<file path="src/rtl/gpr_file_sb_pkg.sv">
// Shared types for the GPR file with scoreboard.
package gpr_pkg;

    typedef enum logic {
        ST_INIT = 1'b0,
        ST_RUN  = 1'b1
    } state_e;

    localparam int ADDR_W_DEF = 5;

    function automatic int depth_of(input int aw);
        return 1 << aw;
    endfunction

endpackage

</file>
<file path="src/rtl/gpr_file_sb_if.sv">
// Decode/writeback bundle between the pipeline and the GPR file.
interface gpr_file_sb_if #(
    parameter int DATA_W = 32,
    parameter int ADDR_W = 5,
    parameter int NUM_RD = 2
);
    logic                     init_done;
    logic [NUM_RD*ADDR_W-1:0] rd_addr;
    logic [NUM_RD*DATA_W-1:0] rd_data;
    logic [NUM_RD-1:0]        rd_busy;
    logic                     issue_en;
    logic [ADDR_W-1:0]        issue_addr;
    logic                     wb_en;
    logic [ADDR_W-1:0]        wb_addr;
    logic [DATA_W-1:0]        wb_data;
    logic                     flush;

    modport master (
        output rd_addr, issue_en, issue_addr,
        output wb_en, wb_addr, wb_data, flush,
        input  init_done, rd_data, rd_busy
    );

    modport slave (
        input  rd_addr, issue_en, issue_addr,
        input  wb_en, wb_addr, wb_data, flush,
        output init_done, rd_data, rd_busy
    );
endinterface

</file>
<file path="src/rtl/gpr_file_sb_scoreboard.sv">
// Per-register pending bits with issue > flush > writeback priority.
module gpr_scoreboard
    import gpr_pkg::*;
#(
    parameter int ADDR_W   = ADDR_W_DEF,
    parameter int NUM_RD   = 2,
    parameter int ZERO_REG = 1
) (
    input  logic                     clk,
    input  logic                     reset,
    input  logic                     run_i,
    input  logic                     issue_en_i,
    input  logic [ADDR_W-1:0]        issue_addr_i,
    input  logic                     wb_en_i,
    input  logic [ADDR_W-1:0]        wb_addr_i,
    input  logic                     flush_i,
    input  logic [NUM_RD*ADDR_W-1:0] rd_addr_i,
    output logic [NUM_RD-1:0]        pend_o
);
    localparam int DEPTH = depth_of(ADDR_W);

    logic [DEPTH-1:0] pend_q, pend_d;

    always_comb begin
        pend_d = pend_q;
        if (run_i) begin
            for (int a = 0; a < DEPTH; a++) begin
                if (issue_en_i && issue_addr_i == ADDR_W'(a))
                    pend_d[a] = 1'b1;
                else if (flush_i)
                    pend_d[a] = 1'b0;
                else if (wb_en_i && wb_addr_i == ADDR_W'(a))
                    pend_d[a] = 1'b0;
            end
            // Entry 0 is hardwired when it is the zero register.
            if (ZERO_REG != 0)
                pend_d[0] = 1'b0;
        end
    end

    always_ff @(posedge clk or posedge reset) begin
        if (reset)
            pend_q <= '0;
        else
            pend_q <= pend_d;
    end

    for (genvar k = 0; k < NUM_RD; k++) begin : g_look
        assign pend_o[k] = pend_q[rd_addr_i[k*ADDR_W +: ADDR_W]];
    end

endmodule

</file>
<file path="src/rtl/gpr_file_sb.sv">
// GPR file: init sweep FSM, unreset storage, bypassed reads, scoreboard.
module gpr_file_sb
    import gpr_pkg::*;
#(
    parameter int DATA_W   = 32,
    parameter int ADDR_W   = ADDR_W_DEF,
    parameter int NUM_RD   = 2,
    parameter int BYPASS   = 1,
    parameter int ZERO_REG = 1
) (
    input logic         clk,
    input logic         reset,
    gpr_file_sb_if.slave bus
);
    localparam int DEPTH = depth_of(ADDR_W);

    state_e             state_q;
    logic [ADDR_W-1:0]  cnt_q;
    logic               done_q;
    logic [DATA_W-1:0]  mem_q [DEPTH];

    logic               run;
    logic               wb_ok;
    logic               we;
    logic [ADDR_W-1:0]  waddr;
    logic [DATA_W-1:0]  wdata;
    logic [NUM_RD-1:0]  pend;
    logic [NUM_RD-1:0]  busy;
    logic [NUM_RD*DATA_W-1:0] rdata;

    assign run   = (state_q == ST_RUN);
    assign wb_ok = run && bus.wb_en &&
                   (bus.wb_addr != '0 || ZERO_REG == 0);

    always_ff @(posedge clk or posedge reset) begin
        if (reset) begin
            state_q <= ST_INIT;
            cnt_q   <= '0;
            done_q  <= 1'b0;
        end else begin
            unique case (state_q)
                ST_INIT: begin
                    cnt_q <= cnt_q + 1'b1;
                    if (cnt_q == ADDR_W'(DEPTH - 1)) begin
                        state_q <= ST_RUN;
                        done_q  <= 1'b1;
                    end
                end
                ST_RUN: begin
                    state_q <= ST_RUN;
                end
                default: begin
                    state_q <= ST_INIT;
                    done_q  <= 1'b0;
                end
            endcase
        end
    end

    // The sweep shares the single write port with writeback.
    assign we    = !run || wb_ok;
    assign waddr = run ? bus.wb_addr : cnt_q;
    assign wdata = run ? bus.wb_data : '0;

    always_ff @(posedge clk) begin
        if (we)
            mem_q[waddr] <= wdata;
    end

    gpr_scoreboard #(
        .ADDR_W   (ADDR_W),
        .NUM_RD   (NUM_RD),
        .ZERO_REG (ZERO_REG)
    ) u_sb (
        .clk          (clk),
        .reset        (reset),
        .run_i        (run),
        .issue_en_i   (bus.issue_en),
        .issue_addr_i (bus.issue_addr),
        .wb_en_i      (bus.wb_en),
        .wb_addr_i    (bus.wb_addr),
        .flush_i      (bus.flush),
        .rd_addr_i    (bus.rd_addr),
        .pend_o       (pend)
    );

    for (genvar k = 0; k < NUM_RD; k++) begin : g_rd
        logic [ADDR_W-1:0] ra;
        logic              zero_hit;
        logic              byp_hit;

        assign ra       = bus.rd_addr[k*ADDR_W +: ADDR_W];
        assign zero_hit = (ZERO_REG != 0) && (ra == '0);
        assign byp_hit  = (BYPASS != 0) && wb_ok &&
                          (bus.wb_addr == ra);

        assign rdata[k*DATA_W +: DATA_W] =
            !run     ? '0 :
            zero_hit ? '0 :
            byp_hit  ? bus.wb_data :
                       mem_q[ra];

        assign busy[k] = !run    ? 1'b1 :
                         byp_hit ? 1'b0 :
                                   pend[k];
    end

    assign bus.rd_data   = rdata;
    assign bus.rd_busy   = busy;
    assign bus.init_done = done_q;

endmodule

</file>
<file path="src/flat_wrapper.sv">
// flat-port wrapper written by rule: the top's interface ports become plain ports
module gpr_file_sb_flat import gpr_pkg::*;
#(
    parameter int DATA_W   = 32,
    parameter int ADDR_W   = ADDR_W_DEF,
    parameter int NUM_RD   = 2,
    parameter int BYPASS   = 1,
    parameter int ZERO_REG = 1
)
  (clk, reset, bus_rd_addr, bus_issue_en, bus_issue_addr, bus_wb_en, bus_wb_addr, bus_wb_data, bus_flush, bus_init_done, bus_rd_data, bus_rd_busy);
  gpr_file_sb_if #(.DATA_W(DATA_W), .ADDR_W(ADDR_W), .NUM_RD(NUM_RD)) bus_i ();
  input logic clk;
  input logic reset;
  input wire logic [$bits(bus_i.rd_addr)-1:0] bus_rd_addr;
  input wire logic [$bits(bus_i.issue_en)-1:0] bus_issue_en;
  input wire logic [$bits(bus_i.issue_addr)-1:0] bus_issue_addr;
  input wire logic [$bits(bus_i.wb_en)-1:0] bus_wb_en;
  input wire logic [$bits(bus_i.wb_addr)-1:0] bus_wb_addr;
  input wire logic [$bits(bus_i.wb_data)-1:0] bus_wb_data;
  input wire logic [$bits(bus_i.flush)-1:0] bus_flush;
  output wire logic [$bits(bus_i.init_done)-1:0] bus_init_done;
  output wire logic [$bits(bus_i.rd_data)-1:0] bus_rd_data;
  output wire logic [$bits(bus_i.rd_busy)-1:0] bus_rd_busy;
  assign bus_i.rd_addr = bus_rd_addr;
  assign bus_i.issue_en = bus_issue_en;
  assign bus_i.issue_addr = bus_issue_addr;
  assign bus_i.wb_en = bus_wb_en;
  assign bus_i.wb_addr = bus_wb_addr;
  assign bus_i.wb_data = bus_wb_data;
  assign bus_i.flush = bus_flush;
  assign bus_init_done = bus_i.init_done;
  assign bus_rd_data = bus_i.rd_data;
  assign bus_rd_busy = bus_i.rd_busy;
  gpr_file_sb #(.DATA_W(DATA_W), .ADDR_W(ADDR_W), .NUM_RD(NUM_RD), .BYPASS(BYPASS), .ZERO_REG(ZERO_REG)) u_core (.clk(clk), .reset(reset), .bus(bus_i));
endmodule
</file>
<file path="config.mk">
export PLATFORM = sky130hd
export DESIGN_NAME = gpr_file_sb_flat
export DESIGN_NICKNAME = d
export VERILOG_FILES = /design/src/rtl/gpr_file_sb_pkg.sv /design/src/rtl/gpr_file_sb_if.sv /design/src/rtl/gpr_file_sb_scoreboard.sv /design/src/rtl/gpr_file_sb.sv /design/src/flat_wrapper.sv
export SDC_FILE = /design/constraint.sdc
export NUM_CORES = 1
export LEC_CHECK = 0
export CAP_MARGIN = 10
export CORE_MARGIN = 3
export CORE_UTILIZATION = 65
export CTS_BUF_LIST = sky130_fd_sc_hd__clkbuf_8
export CTS_CLUSTER_DIAMETER = 40
export DETAILED_ROUTE_END_ITERATION = 10
export MAX_ROUTING_LAYER = met4
export PLACE_DENSITY = 0.91
export SLEW_MARGIN = 0
export SYNTH_ARGS = -nofsm -noshare
export SYNTH_HDL_FRONTEND = slang
export SYNTH_SLANG_ARGS = --single-unit
</file>
<file path="constraint.sdc">
create_clock -name clk -period 4.65 [get_ports clk]
set_input_delay 1.395 -clock clk [delete_from_list [all_inputs] [get_ports clk]]
set_output_delay 1.395 -clock clk [all_outputs]
set_load 0.01 [all_outputs]
</file>
==> results of run 1 <==
==> timing repair <==
action / in CTS
resized for setup: 574
pin swaps: 70
setup endpoints to repair: 66
buffers inserted: 82
cloned: 7
==> per-stage QoR <==
stage	setup TNS (ps)	instances	setup WS [ps]	hold slack, ps
after floorplan	0	2897	261.1	481.9
after global placement	-51710	4250	-1021	439.3
after detailed placement	-56040	4250	-1053	451.8
after CTS	-16590	4637	-558.1	463.8
==> synthesized netlist by cell type, drive strengths merged, types with 6 or more instances <==
library cell / n / share of area (%)
dfrtp: 38 / 1.9
buf: 155 / 1.9
nand2: 82 / 0.60
a211o: 64 / 1.1
a2111oi: 40 / 1.1
nor2: 40 / 0.29
nor3b: 40 / 0.59
xnor2: 13 / 0.22
nand3b: 12 / 0.18
and2: 45 / 0.55
or2: 6 / 0.073
a211oi: 77 / 1.1
edfxtp: 1024 / 60
o21ai: 80 / 0.80
clkbuf: 92 / 0.67
o22ai: 76 / 0.93
nor3: 47 / 0.47
mux2i: 335 / 6.5
a21oi: 47 / 0.46
mux4: 398 / 17
o221ai: 128 / 2.2
nand2b: 16 / 0.20
==> per-layer routing <==
layer  GRT usage (%)  overflow
met5               -         -
met3           73.63         2
met4           71.83         6
met2           90.46         3
met1           77.27         3
==> cell families after synthesis <==
logic type | Yosys count | synth area share [%]
AO/OA/AOI/OAI | 526 | 8.047
adder cells (fa/ha/maj) | 2 | 0.04879
multiplexers | 736 | 24.08
buffers and inverters | 252 | 2.618
flip-flops | 1062 | 61.82
XOR/XNOR | 13 | 0.2220
AND/OR/NAND/NOR | 306 | 3.162
==> impl_metrics.yaml, run 1 <==
status:
  status: "stopped before the end"
  stop_stage: "5_1_grt"
  tool.error: "[ERROR GRT-0232] Routing congestion too high. Check the congestion heatmap in the GUI."
synthesis:
  yosysWarningCount: 0
  synthDistinctLibCells: 48
  synthCells: 2897
  synth-main-ff-cell: "edfxtp_1"
  syn_area_sq_mm: 0.05128
  ys_seq_area_share_pct: 61.82
  async_reset_ff_share_pct: 3.578
  syn-num-nets: 2956
  yosys_register_bits: 1062
  syn-mean-instance-area_sq_um: 17.70
  synth-edff-count: 1024
sta:
  postGrtWorstEndpoint: "bus_rd_data[46]"
  worst-ep-kind: "primary output"
global_routing:
  grt-ovfl-total: 14
  antenna_found_initial: 22
  grt_max_degree: 59
  groute.usage.overall_pct: 79.68
placement:
  gp_congestion: 0.9925
  dpl_cell_area_sq_mm: 0.05744
  port_buffers: 123
  dp_hpwl_um: 108900
die:
  die_x_um: 286.9
  io_pins: 124
  start_util_pct: 65.87
  rows: 102
  die_h_um: 286.9
cts:
  htreeDepth: 4
  cts-root-buf: "clkbuf_8"
  cts_max_path_buffers: 3
  hold_buffers: 0
  cts_buffers: 166
  cts_sinks: 1062
==> inputs of run 2 (changes only) <==
--- a/config.mk
+++ b/config.mk
@@ -7,12 +7,9 @@
 export LEC_CHECK = 0
 export CAP_MARGIN = 10
 export CORE_MARGIN = 3
-export CORE_UTILIZATION = 65
-export CTS_BUF_LIST = sky130_fd_sc_hd__clkbuf_8
-export CTS_CLUSTER_DIAMETER = 40
+export CORE_UTILIZATION = 40
 export DETAILED_ROUTE_END_ITERATION = 10
-export MAX_ROUTING_LAYER = met4
-export PLACE_DENSITY = 0.91
+export PLACE_DENSITY_LB_ADDON = 0.15
 export SLEW_MARGIN = 0
 export SYNTH_ARGS = -nofsm -noshare
 export SYNTH_HDL_FRONTEND = slang
==> run 2 against run 1 <==
The flow now finishes, with violations (negative setup slack). Area after synthesis unchanged. Synthesized cell count is the same.
==> impl_metrics.yaml, run 2 <==
status:
  status: "finished with violations"
  failed_checks: "negative setup slack"
synthesis:
  syn-mean-instance-area_sq_um: 17.70
  synthCells: 2897
  synth-edff-count: 1024
  yosysWarningCount: 0
  syn_area_sq_mm: 0.05128
  synth_area_leaders: "edfxtp_1, mux4_2, mux2i_1"
  synth_top_area_share_pct: 59.96
  yosysTopAreaCell: "edfxtp_1"
  yosys_register_bits: 1062
  synth-main-ff-cell: "edfxtp_1"
  synthDistinctLibCells: 48
  synth_common_cells: "edfxtp_1, mux4_2, mux2i_1"
  async_reset_ff_share_pct: 3.578
  synth_most_common_cell: "edfxtp_1"
  ys_seq_area_share_pct: 61.82
  syn-num-nets: 2956
power:
  max-vdd-ir-drop_mv: 0.3158
  power.static_leakage_nw: 22.71
  p_per_area_mw_per_mm2: 339.5
  finalPower_mw: 22.68
cts:
  hold_buffers: 0
  cts_buffers: 115
  insertion_delay_ps: 730
  cts_sinks: 1062
  clkTransAtPathRegs_ps: 60
  cts_max_path_buffers: 3
  cts_tree: "yes"
  htreeDepth: 3
  cts-root-buf: "clkbuf_16"
global_routing:
  grt_max_degree: 34
  groute.usage.overall_pct: 27.25
  grt_pass1_wl_um: 257800
  antenna_found_initial: 1
  grt-ovfl-total: 0
  grt_pass1_vias: 34660
sta:
  slew_headroom_pct: 16.38
  post-route-min-period_ps: 4962
  setup_violations: 65
  finalHoldViolations: 0
  worstMarginPinSlew_ps: 1254
  rsz0062_at_grt: "yes"
  max_freq_mhz: 201.5
  fin_crit_sh_pct: 106.7
  hold_slack_ps: 465.8
  finalWorstSetupSlack_ps: -312.5
  maxSlewViolCount: 0
  clock_skew_ps: 22.44
worst_hold_path:
  min_from: "u_core.bus.init_done"
  hold_depth: 1
  hold_class: "reg2reg"
  holdPathEnd: "u_core.bus.init_done"
cells_and_area:
  reg_top3: "u_core.mem_q: 1024 flops, u_core.u_sb.pend_q: 31 flops, u_core.cnt_q: 5 flops"
  largest-register: "u_core.mem_q"
  nFillCells: 9907
  final_cell_mix: "edfxtp_1, mux4_2, buf_4"
  mostFrequentLayoutCell: "edfxtp_1"
  largest_reg_flops: 1024
  finalNetCount: 3538
  final_cells: 5227
  diodes: 0
  drive_gt1_share_pct: 44.90
  syn_to_final_growth_pct: 30.25
detailed_routing:
  drtAntennaViolNets: 0
  dr_total_vias: 33810
  vias_per_cell: 6.469
  first_pass_iters: 5
  wl_per_cell_um: 34.94
  detail_route.drc_violations: 0
  wirelength_um: 182600
  drt_iter0_drc: 3736
die:
  die_h_um: 364.1
  die_area_sq_mm: 0.1325
  die_x_um: 364.1
  core-area_sq_mm: 0.1264
  rows: 130
  io_pins: 124
  start_util_pct: 40.58
setup_path:
  cp.required_ps: 3250
  crit_path_end_kind: "output port"
  r2r_cells: 5
  r2r-start: "u_core.run"
  cp_max_fo: 5
  reg2reg_to: "u_core.mem_q[29][14]"
  cp.arrival_ps: 3570
  worst-r2r-setup-slack_ps: 1670
  startpoint_type: "input pin"
  crit_type: "in2out"
flow_run:
  drv_cap: 0
placement:
  dp_cells: 4891
  dp_hpwl_um: 112300
  gp_congestion: 0.8971
  port_buffers: 123
## run 2: cell counts after synthesis
No cell type changed its count.
## run 2: worst max path at each step
stage	startpoint	to	slack (ps)	cells after the start
6_report	bus_wb_addr[1]	bus_rd_data[53]	-310	11
5_1_grt	bus_wb_addr[1]	bus_rd_data[52]	-320	11
4_1_cts	bus_wb_addr[2]	bus_rd_data[53]	-360	11
3_5_place_dp	bus_wb_addr[0]	bus_rd_data[10]	-1130	9
3_3_place_gp	bus_wb_addr[0]	bus_rd_data[10]	-1140	9
2_1_floorplan	bus_rd_addr[5]	bus_rd_data[51]	260	7
## run 2: cells by family (layout without fill, tap and decap cells)
family	after synthesis	count (layout)	synth area share, %
simple gates	306	306	3.162
flops	1062	1062	61.82
compound gates	526	526	8.047
buf+inv	252	932	2.618
fa+ha+maj	2	2	0.04879
xor+xnor	13	13	0.2220
mux	736	736	24.08
## run 2: area by class of cell
cell class | count | area (sq um) | share of cell area [%]
clock buffers | 146 | 3079 | 4.610
clock inverters | 69 | 653.1 | 0.9779
inverters | 5 | 18.77 | 0.02810
multi-input cells | 1583 | 20990 | 31.42
flip-flops and latches | 1062 | 31700 | 47.46
well taps | 1650 | 2064 | 3.091
repair buffers | 712 | 8285 | 12.41
## run 2: per-layer routing
layer,up-vias,GRT usage (%),part of all wire [%]
met5,-,0,0
met4,0,10.97,4.4
met3,383,4.924,8.2
met2,1737,44.20,48
met1,18100,36.52,40
li1,13590,-,-
## run 2: stage by stage
step / setup WS (ps) / instance area, sq um / setup TNS [ps] / utilization, %
6_report: -312.5 / 66790 / -9635 / 52.85
5_1_grt: -319.4 / 66790 / -11710 / 52.85
4_1_cts: -360.9 / 65260 / -12360 / 51.64
3_3_place_gp: -1135 / 58670 / -61420 / 46.42
2_1_floorplan: 261.1 / 51290 / 0 / -
3_5_place_dp: -1130 / 58670 / -61880 / 46.42
## run 2: what timing repair did
item,4_1_cts,5_1_grt
endpoints found under the hold margin,0,0
endpoints found under the setup margin,66,66
pin swaps,111,132
resized for setup,653,261
cloned,18,4
setup buffers,74,68
## run 2: report_power, final
part	switching, mW	internal [mW]	total [mW]	leakage, nW
sequential	0.00953	10.5	10.5	9.74
clock	3.85	5.27	9.13	1.83
combinational	1.62	1.39	3.01	11.1
## run 2: worst max-delay path, cell delays in order
cell	delay, ps
buf_6	90
or4_4	580
o21ai_4	180
buf_6	130
o311ai_4	130
buf_12	210
buf_8	130
buf_6	120
a2111oi_4	200
a211o_1	210
buf_2	160
(Power assumes the default switching activity.)
